===== config.mk =====
export PLATFORM = sky130hd
export DESIGN_NAME = multicycle_control_flat
export DESIGN_NICKNAME = d
export VERILOG_FILES = /design/src/rtl/multicycle_control_if.sv /design/src/rtl/multicycle_control.sv /design/src/flat_wrapper.sv
export SDC_FILE = /design/constraint.sdc
export NUM_CORES = 1
export LEC_CHECK = 0
export CAP_MARGIN = 20
export CELL_PAD_IN_SITES_DETAIL_PLACEMENT = 1
export CELL_PAD_IN_SITES_GLOBAL_PLACEMENT = 1
export CORE_AREA = 3 3 85 87
export DETAILED_ROUTE_END_ITERATION = 10
export DIE_AREA = 0 0 88 90
export GPL_TIMING_DRIVEN = 0
export PLACE_DENSITY_LB_ADDON = 0.1
export SKIP_LAST_GASP = 1
export SYNTH_ARGS = -nofsm -noshare
export SYNTH_HDL_FRONTEND = slang
export SYNTH_SLANG_ARGS = --single-unit

===== constraint.sdc =====
create_clock -name clk -period 2.4 [get_ports clk]
set_input_delay 0.48 -clock clk [delete_from_list [all_inputs] [get_ports clk]]
set_output_delay 0.48 -clock clk [all_outputs]
set_load 0.05 [all_outputs]

===== src/rtl/multicycle_control_if.sv =====
// Control bundle between the multi-cycle controller (master) and the datapath (slave).
interface multicycle_control_if #(
    parameter int unsigned DATA_WIDTH = 32
);
    logic [6:0]            op;
    logic [2:0]            funct3;
    logic                  funct7b5;
    logic                  Zero;
    logic                  mem_ready;
    logic                  PCWrite;
    logic                  AdrSrc;
    logic                  MemWrite;
    logic                  IRWrite;
    logic                  RegWrite;
    logic [1:0]            ResultSrc;
    logic [1:0]            ALUSrcA;
    logic [1:0]            ALUSrcB;
    logic [2:0]            ALUControl;
    logic [2:0]            ImmSrc;
    logic                  illegal;
    logic                  instr_done;
    logic [DATA_WIDTH-1:0] instret;

    modport master (
        input  op, funct3, funct7b5, Zero, mem_ready,
        output PCWrite, AdrSrc, MemWrite, IRWrite, RegWrite, ResultSrc,
               ALUSrcA, ALUSrcB, ALUControl, ImmSrc, illegal, instr_done, instret
    );

    modport slave (
        output op, funct3, funct7b5, Zero, mem_ready,
        input  PCWrite, AdrSrc, MemWrite, IRWrite, RegWrite, ResultSrc,
               ALUSrcA, ALUSrcB, ALUControl, ImmSrc, illegal, instr_done, instret
    );
endinterface


===== src/rtl/multicycle_control.sv =====
// Sequencing controller for the multi-cycle RV32I core: drives datapath enables/selects
// from the current state and counts retired instructions.
module multicycle_control #(
    parameter int unsigned DATA_WIDTH = 32
) (
    input  logic                 clk,
    input  logic                 rst,
    multicycle_control_if.master bus
);
    typedef enum logic [3:0] {
        S_FETCH, S_DECODE, S_MEMADR, S_MEMREAD, S_MEMWB, S_MEMWRITE, S_EXECR,
        S_EXECI, S_ALUWB, S_BRANCH, S_JAL, S_LUI, S_ILLEGAL
    } state_t;

    localparam logic [2:0] ALU_ADD = 3'b000;
    localparam logic [2:0] ALU_SUB = 3'b001;
    localparam logic [2:0] ALU_AND = 3'b010;
    localparam logic [2:0] ALU_OR  = 3'b011;
    localparam logic [2:0] ALU_XOR = 3'b100;
    localparam logic [2:0] ALU_SLT = 3'b101;

    localparam logic [2:0] IMM_I = 3'b000;
    localparam logic [2:0] IMM_S = 3'b001;
    localparam logic [2:0] IMM_B = 3'b010;
    localparam logic [2:0] IMM_U = 3'b100;

    state_t                r_state;
    state_t                w_next;
    logic [DATA_WIDTH-1:0] r_instret;

    logic       w_pc_write, w_adr_src, w_mem_write, w_ir_write, w_reg_write;
    logic       w_illegal, w_instr_done;
    logic [1:0] w_result_src, w_alu_src_a, w_alu_src_b;
    logic [2:0] w_alu_control, w_imm_src;

    function automatic logic [2:0] funct_decode(input logic [2:0] f3, input logic sub);
        case (f3)
            3'b000:  funct_decode = sub ? ALU_SUB : ALU_ADD;
            3'b010:  funct_decode = ALU_SLT;
            3'b100:  funct_decode = ALU_XOR;
            3'b110:  funct_decode = ALU_OR;
            3'b111:  funct_decode = ALU_AND;
            default: funct_decode = ALU_ADD;
        endcase
    endfunction

    always_ff @(posedge clk) begin
        if (rst) begin
            r_state   <= S_FETCH;
            r_instret <= '0;
        end else begin
            r_state <= w_next;
            if (w_instr_done) r_instret <= r_instret + DATA_WIDTH'(1);
        end
    end

    // Next state and per-state datapath controls; unlisted signals stay 0.
    always_comb begin
        w_next        = r_state;
        w_pc_write    = 1'b0;
        w_adr_src     = 1'b0;
        w_mem_write   = 1'b0;
        w_ir_write    = 1'b0;
        w_reg_write   = 1'b0;
        w_illegal     = 1'b0;
        w_instr_done  = 1'b0;
        w_result_src  = 2'b00;
        w_alu_src_a   = 2'b00;
        w_alu_src_b   = 2'b00;
        w_alu_control = ALU_ADD;
        w_imm_src     = IMM_I;
        case (r_state)
            S_FETCH: begin
                w_alu_src_b  = 2'b10;
                w_result_src = 2'b10;
                w_ir_write   = bus.mem_ready;
                w_pc_write   = bus.mem_ready;
                if (bus.mem_ready) w_next = S_DECODE;
            end
            S_DECODE: begin
                w_alu_src_a = 2'b01;
                w_alu_src_b = 2'b01;
                w_imm_src   = IMM_B;
                case (bus.op)
                    7'b0000011, 7'b0100011: w_next = S_MEMADR;
                    7'b0110011:             w_next = S_EXECR;
                    7'b0010011:             w_next = S_EXECI;
                    7'b1100011:             w_next = S_BRANCH;
                    7'b1101111:             w_next = S_JAL;
                    7'b0110111:             w_next = S_LUI;
                    default:                w_next = S_ILLEGAL;
                endcase
            end
            S_MEMADR: begin
                w_alu_src_a = 2'b10;
                w_alu_src_b = 2'b01;
                w_imm_src   = bus.op[5] ? IMM_S : IMM_I;
                w_next      = bus.op[5] ? S_MEMWRITE : S_MEMREAD;
            end
            S_MEMREAD: begin
                w_adr_src = 1'b1;
                if (bus.mem_ready) w_next = S_MEMWB;
            end
            S_MEMWB: begin
                w_result_src = 2'b01;
                w_reg_write  = 1'b1;
                w_instr_done = 1'b1;
                w_next       = S_FETCH;
            end
            S_MEMWRITE: begin
                w_adr_src    = 1'b1;
                w_mem_write  = 1'b1;
                w_instr_done = bus.mem_ready;
                if (bus.mem_ready) w_next = S_FETCH;
            end
            S_EXECR: begin
                w_alu_src_a   = 2'b10;
                w_alu_control = funct_decode(bus.funct3, bus.op[5] & bus.funct7b5);
                w_next        = S_ALUWB;
            end
            S_EXECI: begin
                w_alu_src_a   = 2'b10;
                w_alu_src_b   = 2'b01;
                w_alu_control = funct_decode(bus.funct3, 1'b0);
                w_next        = S_ALUWB;
            end
            S_ALUWB: begin
                w_reg_write  = 1'b1;
                w_instr_done = 1'b1;
                w_next       = S_FETCH;
            end
            S_BRANCH: begin
                w_alu_src_a   = 2'b10;
                w_alu_control = ALU_SUB;
                w_pc_write    = bus.Zero ^ bus.funct3[0];
                w_instr_done  = 1'b1;
                w_next        = S_FETCH;
            end
            S_JAL: begin
                w_alu_src_a = 2'b01;
                w_alu_src_b = 2'b10;
                w_pc_write  = 1'b1;
                w_next      = S_ALUWB;
            end
            S_LUI: begin
                w_alu_src_a = 2'b11;
                w_alu_src_b = 2'b01;
                w_imm_src   = IMM_U;
                w_next      = S_ALUWB;
            end
            S_ILLEGAL: w_illegal = 1'b1;
            default:   w_next = S_FETCH;
        endcase
    end

    // Side-effecting strobes are suppressed while reset is held.
    assign bus.PCWrite    = w_pc_write   & ~rst;
    assign bus.IRWrite    = w_ir_write   & ~rst;
    assign bus.MemWrite   = w_mem_write  & ~rst;
    assign bus.RegWrite   = w_reg_write  & ~rst;
    assign bus.instr_done = w_instr_done & ~rst;
    assign bus.illegal    = w_illegal    & ~rst;
    assign bus.AdrSrc     = w_adr_src;
    assign bus.ResultSrc  = w_result_src;
    assign bus.ALUSrcA    = w_alu_src_a;
    assign bus.ALUSrcB    = w_alu_src_b;
    assign bus.ALUControl = w_alu_control;
    assign bus.ImmSrc     = w_imm_src;
    assign bus.instret    = r_instret;
endmodule


===== src/flat_wrapper.sv =====
// flat-port wrapper written by rule: the top's interface ports become plain ports
module multicycle_control_flat 
#(
    parameter int unsigned DATA_WIDTH = 32
)
  (clk, rst, bus_op, bus_funct3, bus_funct7b5, bus_Zero, bus_mem_ready, bus_PCWrite, bus_AdrSrc, bus_MemWrite, bus_IRWrite, bus_RegWrite, bus_ResultSrc, bus_ALUSrcA, bus_ALUSrcB, bus_ALUControl, bus_ImmSrc, bus_illegal, bus_instr_done, bus_instret);
  multicycle_control_if #(.DATA_WIDTH(DATA_WIDTH)) bus_i ();
  input  logic clk;
  input  logic rst;
  input wire logic [$bits(bus_i.op)-1:0] bus_op;
  input wire logic [$bits(bus_i.funct3)-1:0] bus_funct3;
  input wire logic [$bits(bus_i.funct7b5)-1:0] bus_funct7b5;
  input wire logic [$bits(bus_i.Zero)-1:0] bus_Zero;
  input wire logic [$bits(bus_i.mem_ready)-1:0] bus_mem_ready;
  output wire logic [$bits(bus_i.PCWrite)-1:0] bus_PCWrite;
  output wire logic [$bits(bus_i.AdrSrc)-1:0] bus_AdrSrc;
  output wire logic [$bits(bus_i.MemWrite)-1:0] bus_MemWrite;
  output wire logic [$bits(bus_i.IRWrite)-1:0] bus_IRWrite;
  output wire logic [$bits(bus_i.RegWrite)-1:0] bus_RegWrite;
  output wire logic [$bits(bus_i.ResultSrc)-1:0] bus_ResultSrc;
  output wire logic [$bits(bus_i.ALUSrcA)-1:0] bus_ALUSrcA;
  output wire logic [$bits(bus_i.ALUSrcB)-1:0] bus_ALUSrcB;
  output wire logic [$bits(bus_i.ALUControl)-1:0] bus_ALUControl;
  output wire logic [$bits(bus_i.ImmSrc)-1:0] bus_ImmSrc;
  output wire logic [$bits(bus_i.illegal)-1:0] bus_illegal;
  output wire logic [$bits(bus_i.instr_done)-1:0] bus_instr_done;
  output wire logic [$bits(bus_i.instret)-1:0] bus_instret;
  assign bus_i.op = bus_op;
  assign bus_i.funct3 = bus_funct3;
  assign bus_i.funct7b5 = bus_funct7b5;
  assign bus_i.Zero = bus_Zero;
  assign bus_i.mem_ready = bus_mem_ready;
  assign bus_PCWrite = bus_i.PCWrite;
  assign bus_AdrSrc = bus_i.AdrSrc;
  assign bus_MemWrite = bus_i.MemWrite;
  assign bus_IRWrite = bus_i.IRWrite;
  assign bus_RegWrite = bus_i.RegWrite;
  assign bus_ResultSrc = bus_i.ResultSrc;
  assign bus_ALUSrcA = bus_i.ALUSrcA;
  assign bus_ALUSrcB = bus_i.ALUSrcB;
  assign bus_ALUControl = bus_i.ALUControl;
  assign bus_ImmSrc = bus_i.ImmSrc;
  assign bus_illegal = bus_i.illegal;
  assign bus_instr_done = bus_i.instr_done;
  assign bus_instret = bus_i.instret;
  multicycle_control #(.DATA_WIDTH(DATA_WIDTH)) u_core (.clk(clk), .rst(rst), .bus(bus_i));
endmodule

# After elaboration in Yosys (flattened, before gate mapping)
# Cells that the tools add are included.
# Widths: inputs -> output; s select.
# totals
output_inout_bits,51
wordCells,73
register_bits,36
# op_classes
add_sub_neg,1
n_eq_ne,26
n_reduce_logical,12
mux,22
bitwise,10
# op_table
operator,n
$add 32x1->32 const B,1
$pmux 4 s7,1
$pmux 4 s6,1
$eq 7x6->1 const B,3
$eq 4x4->1 const B,5
$pmux 3 s3,2
$eq 4x3->1 const B,4
$pmux 3 s5,1
$eq 7x7->1 const B,2
$mux 4,3
$pmux 3 s4,1
$reduce_or 4->1,3
$reduce_or 2->1,5
$eq 3x3->1 const B,3
$eq 4x2->1 const B,2
$pmux 2 s2,2
$and 1x1->1,7
$eq 7x2->1 const B,1
$eq 7x5->1 const B,1
$mux 1,7
$ne 2x2->1 const B,3
$pmux 2 s3,1
$eq 4x1->1 const B,1
$logic_not 4->1,1
other kinds (9),10

# Depth between registers and ports, before layout
# Gate-level depths: netlist of run 1.
# depth
depth_word,4
ltp_mapped,7
ltp_nobuf,6

# Worst setup path after synthesis of run 1
# No wires, ideal clock.
# synth_timing
kind,input -> output
startpoint,input port rst
endpoint,output port bus_RegWrite
setup_slack_ns,-1.285
stages,3
t_arrival_ns,3.205
cell_sequence,clkbuf_1 > clkbuf_1 > a2111oi_0
# synth_between
elab_chain_cells,2
# synth_rtl
element,line,source
"start, declared",flat_wrapper.sv:9,input logic rst;
$not 1->1,multicycle_control.sv:160,assign bus.RegWrite = w_reg_write & ~rst;
$and 1x1->1,multicycle_control.sv:160,
"end, declared",flat_wrapper.sv:19,output wire logic [$bits(bus_i.RegWrite)-1:0] bus_RegWrite;
# No other way between the ends.

# Worst setup path after layout of run 1
# layout_timing
startpoint,register u_core.r_state[0]
endpoint,output port bus_ResultSrc[0]
# layout_between
elab_chain_cells,2
# layout_rtl
element,line,source
"start, declared",multicycle_control.sv:27,state_t r_state;
"start signal, assigned",multicycle_control.sv:52,r_state <= w_next;
$eq 4x3->1 or $logic_not 4->1 (tied branches),multicycle_control.sv:72,case (r_state)
$pmux 2 s2 *,multicycle_control.sv:72,
"end, declared",flat_wrapper.sv:20,output wire logic [$bits(bus_i.ResultSrc)-1:0] bus_ResultSrc;
# Mark *: on every way between the ends. The rest lies on a longest branch, timed or not.

==> out/metrics.cfg, run 1 <==
[route]
finalWirelength_um = 6847
route.layer.met1.wl_um = 3327
drc_errors = 0
dr_wl_met3_um = 306
drt-pass1-iter-count = 4
wl_met2_um = 3113
dr.first_iter.drc_count = 62
via_per_inst = 5.407
wire_per_inst_um = 16.11
num_vias = 2298
routed.top_layer = met4
antenna_left = 0

[cells_and_area]
finish.utilization = 0.4652
nFillCells = 795
fin_cells = 425
layout_common_cells = 44 x nor2_1, 43 x clkdlybuf4s50_1, 35 x dfxtp_1
layout_commonest_cell = nor2_1
area_delta_synth_final_pct = 37.08
antenna_cells = 0
layout.nets = 363
drive_gt1_frac = 0.1494

[placement]
portBuffers = 64
dp.cells = 419
routabilityCongestion = 0.8496
dp_hpwl_um = 5165

[critical_path]
critPathMaxStageDelay_ns = 0.56
arrival_ns = 1.82
cp_slowest_cell = dlygate4sd2_1
cp_cell_sequence = clkbuf_2, buf_2, nor3_1, dlygate4sd2_1
cp_top_family = buffers and inverters
critPathMaxFanout = 10
criticalPathCategory = reg -> out
cp.required_ns = 1.92
start_kind = flop
end_kind = output pin
path_buf_inv = 3

[die]
initial_core_util = 0.3394
num_rows = 29
die_area_mm2 = 0.007920
die_width_um = 88
fp.coreArea_mm2 = 0.006422
die_h_um = 90
io_pins = 66

[clock_tree]
clock_latency_ns = 0.29
cts_tree = done
clk_pin_slew_worst_paths_ns = 0.07
cts_buffers = 5
cts.sinks = 36
root_buffer = clkbuf_8
cts_hold_buf = 0
ctsLongestPathBuffers = 2
h-tree-depth = 2
post_cts_buffers = 0

[synth]
synth_compound_area_frac = 0.1183
synth_ff_type = dfxtp_1
yosysUniqueCellTypes = 45
synth_fp_nets = 294
synthMuxAreaShare = 0.01493
synth_fa_ha_area_frac = 0.005741
async_flop_share = 0
synthCells = 278
ys_top_cells_by_area = dfxtp_1 33%, nor2_1 7.6%, xnor2_1 6.0%
yosys.area.top_type_share = 0.3307
yosys.area_share.simple = 0.3875
synth_top_family_by_area = simple AND/OR/NAND/NOR gates
ys_ff_latch = 36
syn_area_per_cell_um2 = 7.840
yosysSeqAreaShare = 0.3307
synth_area_leader_cell = dfxtp_1
synth-xor-area-share = 0.1045
synthesis.area_mm2 = 0.002180
ys_warn_count = 0
synth_edf_count = 0

[timing]
max_slew_margin = 0.6293
fin_crit_sh = 0.9578
layout_min_cycle_time_ns = 2.299
setup_viol = 0
clock.fmax_mhz = 435.0
slew_violations = 0
skew_ns = 0.004213
fin_setup_tns_ns = 0
hold_violations = 0
tightest_slew_ns = 0.5543

[run]
maxCapViolCount = 0

[grt]
grt_start_max_net_pins = 11
gr-total-overflow = 0
grt_antenna_before_repair = 0
grt_pass1_wl_um = 11840
track_usage = 0.1826
first_global_vias = 2385

[power_and_ir_drop]
leakagePower_nw = 1.074
vdd_drop_max_v = 0.0002637
powerDensity_mw_per_mm2 = 466.2

[run_status]
outcome = completed

[min_path]
min_path_type = reg -> reg

==> worst register-to-register path: cells and delay by family, from the launching register on <==
kind	cells	cell delay, ns
compound gates	1	0.15
simple gates	4	1.42
flops	1	0.48
==> worst paths after layout <==
path,endpoint,startpoint,cells after the start,slack [ns]
max,bus_ResultSrc[0],u_core.r_state[0]$_SDFFE_PP0P_,4,0.10
min,u_core.bus.instret[27]$_SDFFE_PP0N_,u_core.bus.instret[27]$_SDFFE_PP0N_,2,0.51
max reg2reg,u_core.bus.instret[28]$_SDFFE_PP0N_,u_core.bus.instret[8]$_SDFFE_PP0N_,5,0.29
min reg2reg,u_core.bus.instret[27]$_SDFFE_PP0N_,u_core.bus.instret[27]$_SDFFE_PP0N_,2,0.51
==> where the power goes <==
| part | internal (mW) | total [mW] | switching [mW] |
|---|---|---|---|
| sequential | 0.606 | 0.620 | 0.0142 |
| combinational | 0.101 | 0.326 | 0.225 |
| clock | 0.234 | 0.447 | 0.213 |
| total | 0.941 | 1.39 | 0.452 |
==> registers in the layout, indices dropped and copies added, names as in the netlist <==
register	flops
u_core.bus.instret	32
u_core.r_state	4
==> stage by stage <==
step | hold slack [ns] | worst slack [ns] | total power [mW] | area [µm²]
finish | 0.5066 | 0.1013 | 1.393 | 2988
global route | 0.5351 | -0.002136 | 1.480 | 2988
CTS | 0.5034 | -0.1888 | 1.413 | 3024
detailed placement | 0.4927 | -1.099 | 0.9772 | 2948
global placement | 0.4713 | -1.101 | 0.9752 | 2948
floorplan | 0.6084 | -0.4137 | 0.8552 | 2211
==> timing repair <==
action	in CTS	in global routing
setup endpoints to repair	19	18
hold endpoints to repair	0	0
cloned	0	0
resized for setup	56	40
==> layout make-up <==
| cell class | count | area (µm²) | area share |
|---|---|---|---|
| sequential | 36 | 721.9 | 0.2416 |
| inverter | 3 | 11.26 | 0.003769 |
| tap | 77 | 96.34 | 0.03224 |
| buffer | 15 | 75.07 | 0.02513 |
| timing repair buffer | 64 | 575.6 | 0.1926 |
| clock buffer | 8 | 90.09 | 0.03015 |
| multi-input combinational | 222 | 1418 | 0.4745 |
==> kinds of logic after synthesis <==
logic type | after synthesis
compound gates | 40
fa+ha+maj | 1
simple gates | 152
buf+inv | 20
xor+xnor | 26
flops | 36
mux | 3
==> Yosys cell counts (all sizes together) (3+ instances only) <==
cell type / count
o21ai: 8
clkbuf: 14
nand2b: 5
nand4: 9
nor2: 44
and3: 3
inv: 3
xnor2: 15
nand3: 18
nand2: 23
nor4: 15
or4: 7
xor2: 11
nor3: 10
or3: 5
and4: 4
buf: 3
a21oi: 13
dfxtp: 36
nor2b: 4
o31ai: 5
==> routing by layer <==
layer	global-route usage	up-vias
li1	-	1152
met1	0.2475	1078
met2	0.2902	60
met3	0.03382	8
met4	0.05627	0
met5	0	-
(Power assumes the default switching activity.)
==> inputs of run 2 (changes only) <==
CELL_PAD_IN_SITES_DETAIL_PLACEMENT = 0   (was 1)
==> run 2 against run 1 <==
Effect of this change: clock skew rose by 0.0079 ns; first-iteration DRC count rose by 11%; clock power fell by 9.4%; critical path type unchanged.
==> out/metrics.cfg, run 2 (synthesized netlist as in run 1, its figures left out) <==
[run_status]
outcome = completed  ; unchanged

[grt]
grt_use_met3 = 0.03108  ; was 0.03382
track_usage = 0.1608  ; was 0.1826
gr-total-overflow = 0  ; unchanged
use_met1 = 0.2215  ; was 0.2475
top_usage_layer = met2  ; unchanged
grt_pass1_wl_um = 10550  ; was 11,840 µm
grt_start_max_net_pins = 11  ; unchanged
grt_antenna_before_repair = 0  ; unchanged
use_met2 = 0.2557  ; was 0.2902
first_global_vias = 2193  ; was 2,385

[route]
antenna_left = 0  ; unchanged
wire_per_inst_um = 14.87  ; was 16.11 µm
num_vias = 2240  ; was 2,298
dr.first_iter.drc_count = 69  ; was 62
finalWirelength_um = 6319  ; was 6847 µm
drt-pass1-iter-count = 4  ; unchanged
via_per_inst = 5.271  ; was 5.407
drc_errors = 0  ; unchanged

[timing]
hold_violations = 0  ; unchanged
slew_violations = 0  ; unchanged
setup_viol = 0  ; unchanged
tightest_slew_ns = 0.5317  ; was 0.5543 ns
layout_min_cycle_time_ns = 2.388  ; was 2.299 ns
fin_crit_sh = 0.9949  ; was 0.9578
skew_ns = 0.01212  ; was 0.004213 ns
rsz0062_at_grt = yes
max_slew_margin = 0.6444  ; was 0.6293
clock.fmax_mhz = 418.8  ; was 435.0 MHz
hold_slack_ns = 0.4832  ; was 0.5066 ns

[critical_path]
critPathMaxFanout = 10  ; unchanged
arrival_ns = 1.91  ; was 1.82 ns
start_kind = flop  ; unchanged
r2r_cells = 5  ; unchanged
criticalPathCategory = reg -> out  ; unchanged
regToRegStartpoint = u_core.bus.instret[9]$_SDFFE_PP0N_  ; was u_core.bus.instret[8]$_SDFFE_PP0N_
critPathMaxStageDelay_ns = 0.42  ; was 0.56 ns
startpoint = u_core.r_state[2]$_SDFFE_PP0P_  ; was u_core.r_state[0]$_SDFFE_PP0P_
end_kind = output pin  ; unchanged
cp.required_ns = 1.92  ; about the same
cp_cell_sequence = nand2b_1, o21a_2, buf_2, nor3_2, buf_4  ; was clkbuf_2, buf_2, nor3_1, dlygate4sd2_1
cp_slowest_cell = dfxtp_1  ; was dlygate4sd2_1

[clock_tree]
clock_latency_ns = 0.29  ; about the same
cts_buffers = 5  ; unchanged
cts.sinks = 36  ; unchanged
post_cts_buffers = 0  ; unchanged
ctsLongestPathBuffers = 2  ; unchanged
post_cts_resize_count = 53  ; was 56
clk_pin_slew_worst_paths_ns = 0.07  ; about the same
h-tree-depth = 2  ; unchanged
cts_tree = done  ; unchanged
root_buffer = clkbuf_8  ; unchanged
cts_hold_buf = 0  ; unchanged

[power_and_ir_drop]
p_clk_frac = 0.299  ; was 0.321
p_sw_mw = 0.4444  ; was 0.4521 mW
combPwrFrac = 0.243  ; was 0.234
internal-power_mw = 0.9067  ; was 0.9409 mW
vdd_drop_max_v = 0.0002768  ; was 0.0002637 V
leakagePower_nw = 1.073  ; was 1.074 nW
power_switching_share = 0.3289  ; was 0.3245
powerDensity_mw_per_mm2 = 451.4  ; was 466.2 mW/mm²
p_seq_frac = 0.458  ; was 0.445

[placement]
portBuffers = 64  ; unchanged
place_area_mm2 = 0.002948  ; unchanged
routabilityCongestion = 0.8496  ; unchanged
dp_hpwl_um = 4659  ; was 5165 µm

[min_path]
min_path_type = reg -> reg  ; unchanged
min_path_cells = 2  ; unchanged
hp-start = u_core.bus.instret[31]$_SDFFE_PP0N_  ; was u_core.bus.instret[27]$_SDFFE_PP0N_

[cells_and_area]
layout_common_cells = 44 x nor2_1, 43 x clkdlybuf4s50_1, 35 x dfxtp_1  ; unchanged
antenna_cells = 0  ; unchanged
design_area_mm2 = 0.002993  ; was 0.002988 mm²
multi_input_area_mm2 = 0.001413  ; was 0.001418 mm²
layout.nets = 364  ; was 363
layout_commonest_cell = nor2_1  ; unchanged
seq_area_um2 = 721.9  ; unchanged
nFillCells = 664  ; was 795
drive_gt1_frac = 0.1379  ; was 0.1494
largest_register_ffs = 32  ; unchanged
area_delta_synth_final_pct = 37.31  ; was 37.08%

[die]
initial_core_util = 0.3394  ; unchanged
die_area_mm2 = 0.007920  ; unchanged
die_width_um = 88  ; unchanged
fp.coreArea_mm2 = 0.006422  ; unchanged
die_h_um = 90  ; unchanged
io_pins = 66  ; unchanged
num_rows = 29  ; unchanged

[run]
maxCapViolCount = 0  ; unchanged

## run 2: cell types whose count changed in the layout (fill, tap and decap cells not counted), sizes merged
| cell | change |
|---|---|
| clkbuf | -6 |
| dlygate4sd2 | +3 |
| clkinv | +1 |
| clkdlybuf4s15 | +2 |
## run 2: worst paths after layout
check	to	slack [ns]
hold / removal	u_core.bus.instret[31]$_SDFFE_PP0N_	0.48
setup reg to reg	u_core.bus.instret[28]$_SDFFE_PP0N_	0.33
hold reg to reg	u_core.bus.instret[31]$_SDFFE_PP0N_	0.48
setup / recovery	bus_instr_done	0.01
## run 2: critical path, delay by kind of cell, from the launching register on
kind | cells | cell delay, ns
DFF | 1 | 0.42
buffers and inverters | 2 | 0.50
and+or+nand+nor | 2 | 0.39
AOI/OAI and AO/OA | 1 | 0.32
## run 2: power by group through the flow
stage                     logic, mW  registers (mW)  clock network [mW]
after detailed placement      0.342           0.632                   0
after CTS                     0.331           0.618               0.419
after global placement        0.343           0.632                   0
final                         0.328           0.619               0.405
after floorplan               0.213           0.642                   0
after global routing          0.355           0.620               0.446
## run 2: through the flow
| stage | instances | utilization | worst slack (ns) | TNS, ns | total power [mW] |
|---|---|---|---|---|---|
| floorplan | 278 | - | -0.4137 | -1.257 | 0.8552 |
| global placement | 419 | 0.4590 | -1.101 | -7.305 | 0.9752 |
| detailed placement | 419 | 0.4590 | -1.064 | -6.939 | 0.9734 |
| CTS | 425 | 0.4701 | -0.1547 | -0.2609 | 1.369 |
| global route | 425 | 0.4660 | -0.1129 | -0.1129 | 1.420 |
| finish | 425 | 0.4660 | 0.01222 | 0 | 1.351 |
## run 2: final cells by class
type	count	area share
Clock inverter	1	0.001672
Timing Repair Buffer	64	0.1990
Tap cell	77	0.03219
Sequential cell	36	0.2412
Buffer	16	0.02592
Clock buffer	6	0.02425
Inverter	3	0.003763
Multi-Input combinational cell	222	0.4720
## run 2: routing by layer
layer,vias up,routed length (µm)
met5,-,0
met4,0,66
met3,5,382
met2,73,2762
met1,1019,3107
li1,1143,-
==> inputs of run 3 (changes only) <==
CORE_AREA = 3 3 90 92   (was 3 3 85 87)
DIE_AREA = 0 0 93 95   (was 0 0 88 90)
clock period = 1.95 ns   (was 2.4 ns; I/O delays follow)
==> run 3 against run 2 <==
Effect of this change: total power grew 40%; critical path type unchanged; final cell count is 7.3% higher; setup slack got worse by 0.019 ns; the run now ends with negative setup slack left; core utilization fell by 0.32 points; count of clock-buffer cells in the layout is 1 lower; clock skew rose by 0.0019 ns; clock power grew 65%; flip-flop and latch count is the same.
==> out/metrics.cfg, run 3 (synthesized netlist as in run 1, its figures left out) <==
[placement]
pre_cts_slack_ns = -1.284  ; was -1.064 ns
portBuffers = 64  ; unchanged
dp_hpwl_um = 4899  ; was 4659 µm
routabilityCongestion = 0.7624  ; was 0.8496

[route]
wl_met2_um = 3165  ; was 2762 µm
drt-pass1-iter-count = 4  ; unchanged
antenna_left = 0  ; unchanged
routed.top_layer = met4  ; unchanged
dr.first_iter.drc_count = 91  ; was 69
via_per_inst = 5.072  ; was 5.271
dr_wl_met3_um = 342  ; was 382 µm
finalWirelength_um = 6681  ; was 6319 µm
route.layer.met1.wl_um = 3116  ; was 3107 µm
drc_errors = 0  ; unchanged
wire_per_inst_um = 14.65  ; was 14.87 µm
num_vias = 2313  ; was 2,240

[critical_path]
criticalPathCategory = reg -> out  ; unchanged
cp_slowest_cell = dfxtp_4  ; was dfxtp_1
regToRegStartpoint = u_core.bus.instret[3]$_SDFFE_PP0N_  ; was u_core.bus.instret[9]$_SDFFE_PP0N_
critPathMaxFanout = 7  ; was 10
arrival_ns = 1.57  ; was 1.91 ns
cp_cell_sequence = nand2b_4, or2_4, o32ai_4, buf_6  ; was nand2b_1, o21a_2, buf_2, nor3_2, buf_4
cp_top_family = simple AND/OR/NAND/NOR gates  ; was buffers and inverters
r2r-end = u_core.bus.instret[25]$_SDFFE_PP0N_  ; was u_core.bus.instret[28]$_SDFFE_PP0N_
reg2reg_slack_ns = 0.04  ; was 0.33 ns
r2r_cells = 6  ; was 5
critPathMaxStageDelay_ns = 0.37  ; was 0.42 ns
start_kind = flop  ; unchanged
end_kind = output pin  ; unchanged
cp.required_ns = 1.56  ; was 1.92 ns
path_buf_inv = 1  ; was 2

[cells_and_area]
seq_area_um2 = 782.0  ; was 721.9 µm²
multi_input_area_mm2 = 0.001578  ; was 0.001413 mm²
area_delta_synth_final_pct = 54.82  ; was 37.31%
largest_register_ffs = 32  ; unchanged
layout_common_cells = 41 x nor2_1, 34 x clkdlybuf4s50_1, 22 x nand2_1  ; was 44 x nor2_1, 43 x clkdlybuf4s50_1, 35 x dfxtp_1
layout_commonest_cell = nor2_1  ; unchanged
nFillCells = 786  ; was 664
drive_gt1_frac = 0.3165  ; was 0.1379
layout.nets = 372  ; was 364
antenna_cells = 0  ; unchanged
finish.utilization = 0.4628  ; was 0.4660

[grt]
gr-total-overflow = 0  ; unchanged
grt_antenna_before_repair = 0  ; unchanged
first_global_vias = 2157  ; was 2,193
grt_pass1_wl_um = 11120  ; was 10,550 µm
grt_start_max_net_pins = 13  ; was 11
track_usage = 0.1570  ; was 0.1608

[timing]
hold_slack_ns = 0.4834  ; was 0.4832 ns
clock.fmax_mhz = 511.0
rsz0062_at_grt = yes  ; unchanged
layout_min_cycle_time_ns = 1.957
slew_violations = 0  ; unchanged
tightest_slew_ns = 0.5191  ; was 0.5317 ns
hold_violations = 0  ; unchanged
max_slew_margin = 0.6528  ; was 0.6444
setup_viol = 1  ; was 0
fin_crit_sh = 1.004
worst_slack_ns = -0.006950  ; was 0.01222 ns
skew_ns = 0.01399  ; was 0.01212 ns

[die]
initial_core_util = 0.2989  ; was 0.3394
fp.coreArea_mm2 = 0.007292  ; was 0.006422 mm²
die_area_mm2 = 0.008835  ; was 0.007920 mm²
num_rows = 31  ; was 29
die_h_um = 95  ; was 90 µm
io_pins = 66  ; unchanged
die_width_um = 93  ; was 88 µm

[power_and_ir_drop]
leakagePower_nw = 1.262  ; was 1.073 nW
vdd_drop_max_v = 0.0003631  ; was 0.0002768 V
powerDensity_mw_per_mm2 = 560.6  ; was 451.4 mW/mm²

[clock_tree]
ctsLongestPathBuffers = 2  ; unchanged
cts_buffers = 5  ; unchanged
clk_pin_slew_worst_paths_ns = 0.08  ; was 0.07 ns
cts.sinks = 36  ; unchanged
clock_latency_ns = 0.30  ; was 0.29 ns
h-tree-depth = 2  ; unchanged
root_buffer = clkbuf_8  ; unchanged
cts_tree = done  ; unchanged

[min_path]
min_path_cells = 2  ; unchanged
min_path_type = reg -> reg  ; unchanged
holdPathEnd = u_core.bus.instret[31]$_SDFFE_PP0N_  ; unchanged
hp-start = u_core.bus.instret[31]$_SDFFE_PP0N_  ; unchanged

[run_status]
outcome = complete, but fails checks  ; was completed
violations = negative setup slack

[run]
maxCapViolCount = 0  ; unchanged

==> run 3: routing by layer <==
metal  up-vias  GRT usage
met2        52     0.2442
met5         -          0
met4         0    0.04029
li1       1172          -
met1      1083     0.2200
met3         6    0.03426
==> run 3: timing repair <==
| action | in CTS | in global routing |
|---|---|---|
| pin swaps | 6 | 7 |
| setup buffers | 3 | 7 |
| resized for setup | 150 | 26 |
| hold buffers | 0 | 0 |
| setup endpoints to repair | 46 | 38 |
==> run 3: worst register-to-register path, cell delays in order (launching register included) <==
cell and delay [ns]:
dfxtp_4 0.38, nand4_1 0.22, or4_1 0.54, buf_6 0.16, nor4_4 0.30, xnor2_1 0.15, nor2_1 0.05
==> run 3: power breakdown <==
part           switching (mW)  internal, mW
clock network           0.290         0.380
logic                   0.301         0.169
registers              0.0190         0.733
==> run 3: area by class of cell <==
class                      count  area share
buffer                        14     0.03226
clock inverter                 3     0.01224
tap                           99     0.03671
sequential                    36      0.2317
inverter                       3    0.003337
clock buffer                   5     0.02039
multi-input combinational    222      0.4676
timing repair buffer          74      0.1958
==> run 3: how the worst max path moves through the flow <==
stage                                         startpoint  cells after the start                                  to
final                     u_core.r_state[3]$_SDFFE_PP0P_                      4                   bus_ALUControl[0]
after global routing      u_core.r_state[1]$_SDFFE_PP0P_                      8  u_core.bus.instret[9]$_SDFFE_PP0N_
after CTS                 u_core.r_state[3]$_SDFFE_PP0P_                      5                      bus_instr_done
after detailed placement                   bus_mem_ready                      6                      bus_instr_done
after global placement                     bus_mem_ready                      6                      bus_instr_done
after floorplan           u_core.r_state[0]$_SDFFE_PP0P_                      3                        bus_RegWrite
==> run 3: per-stage QoR <==
stage	cell area, µm²	TNS [ns]	std cells	power, mW
finish	3374	-0.006950	456	1.892
global route	3374	-0.4238	456	1.991
CTS	3281	-0.1330	451	1.917
detailed placement	3080	-24.83	441	1.206
global placement	3080	-24.57	441	1.206
floorplan	2316	-1.694	278	1.055
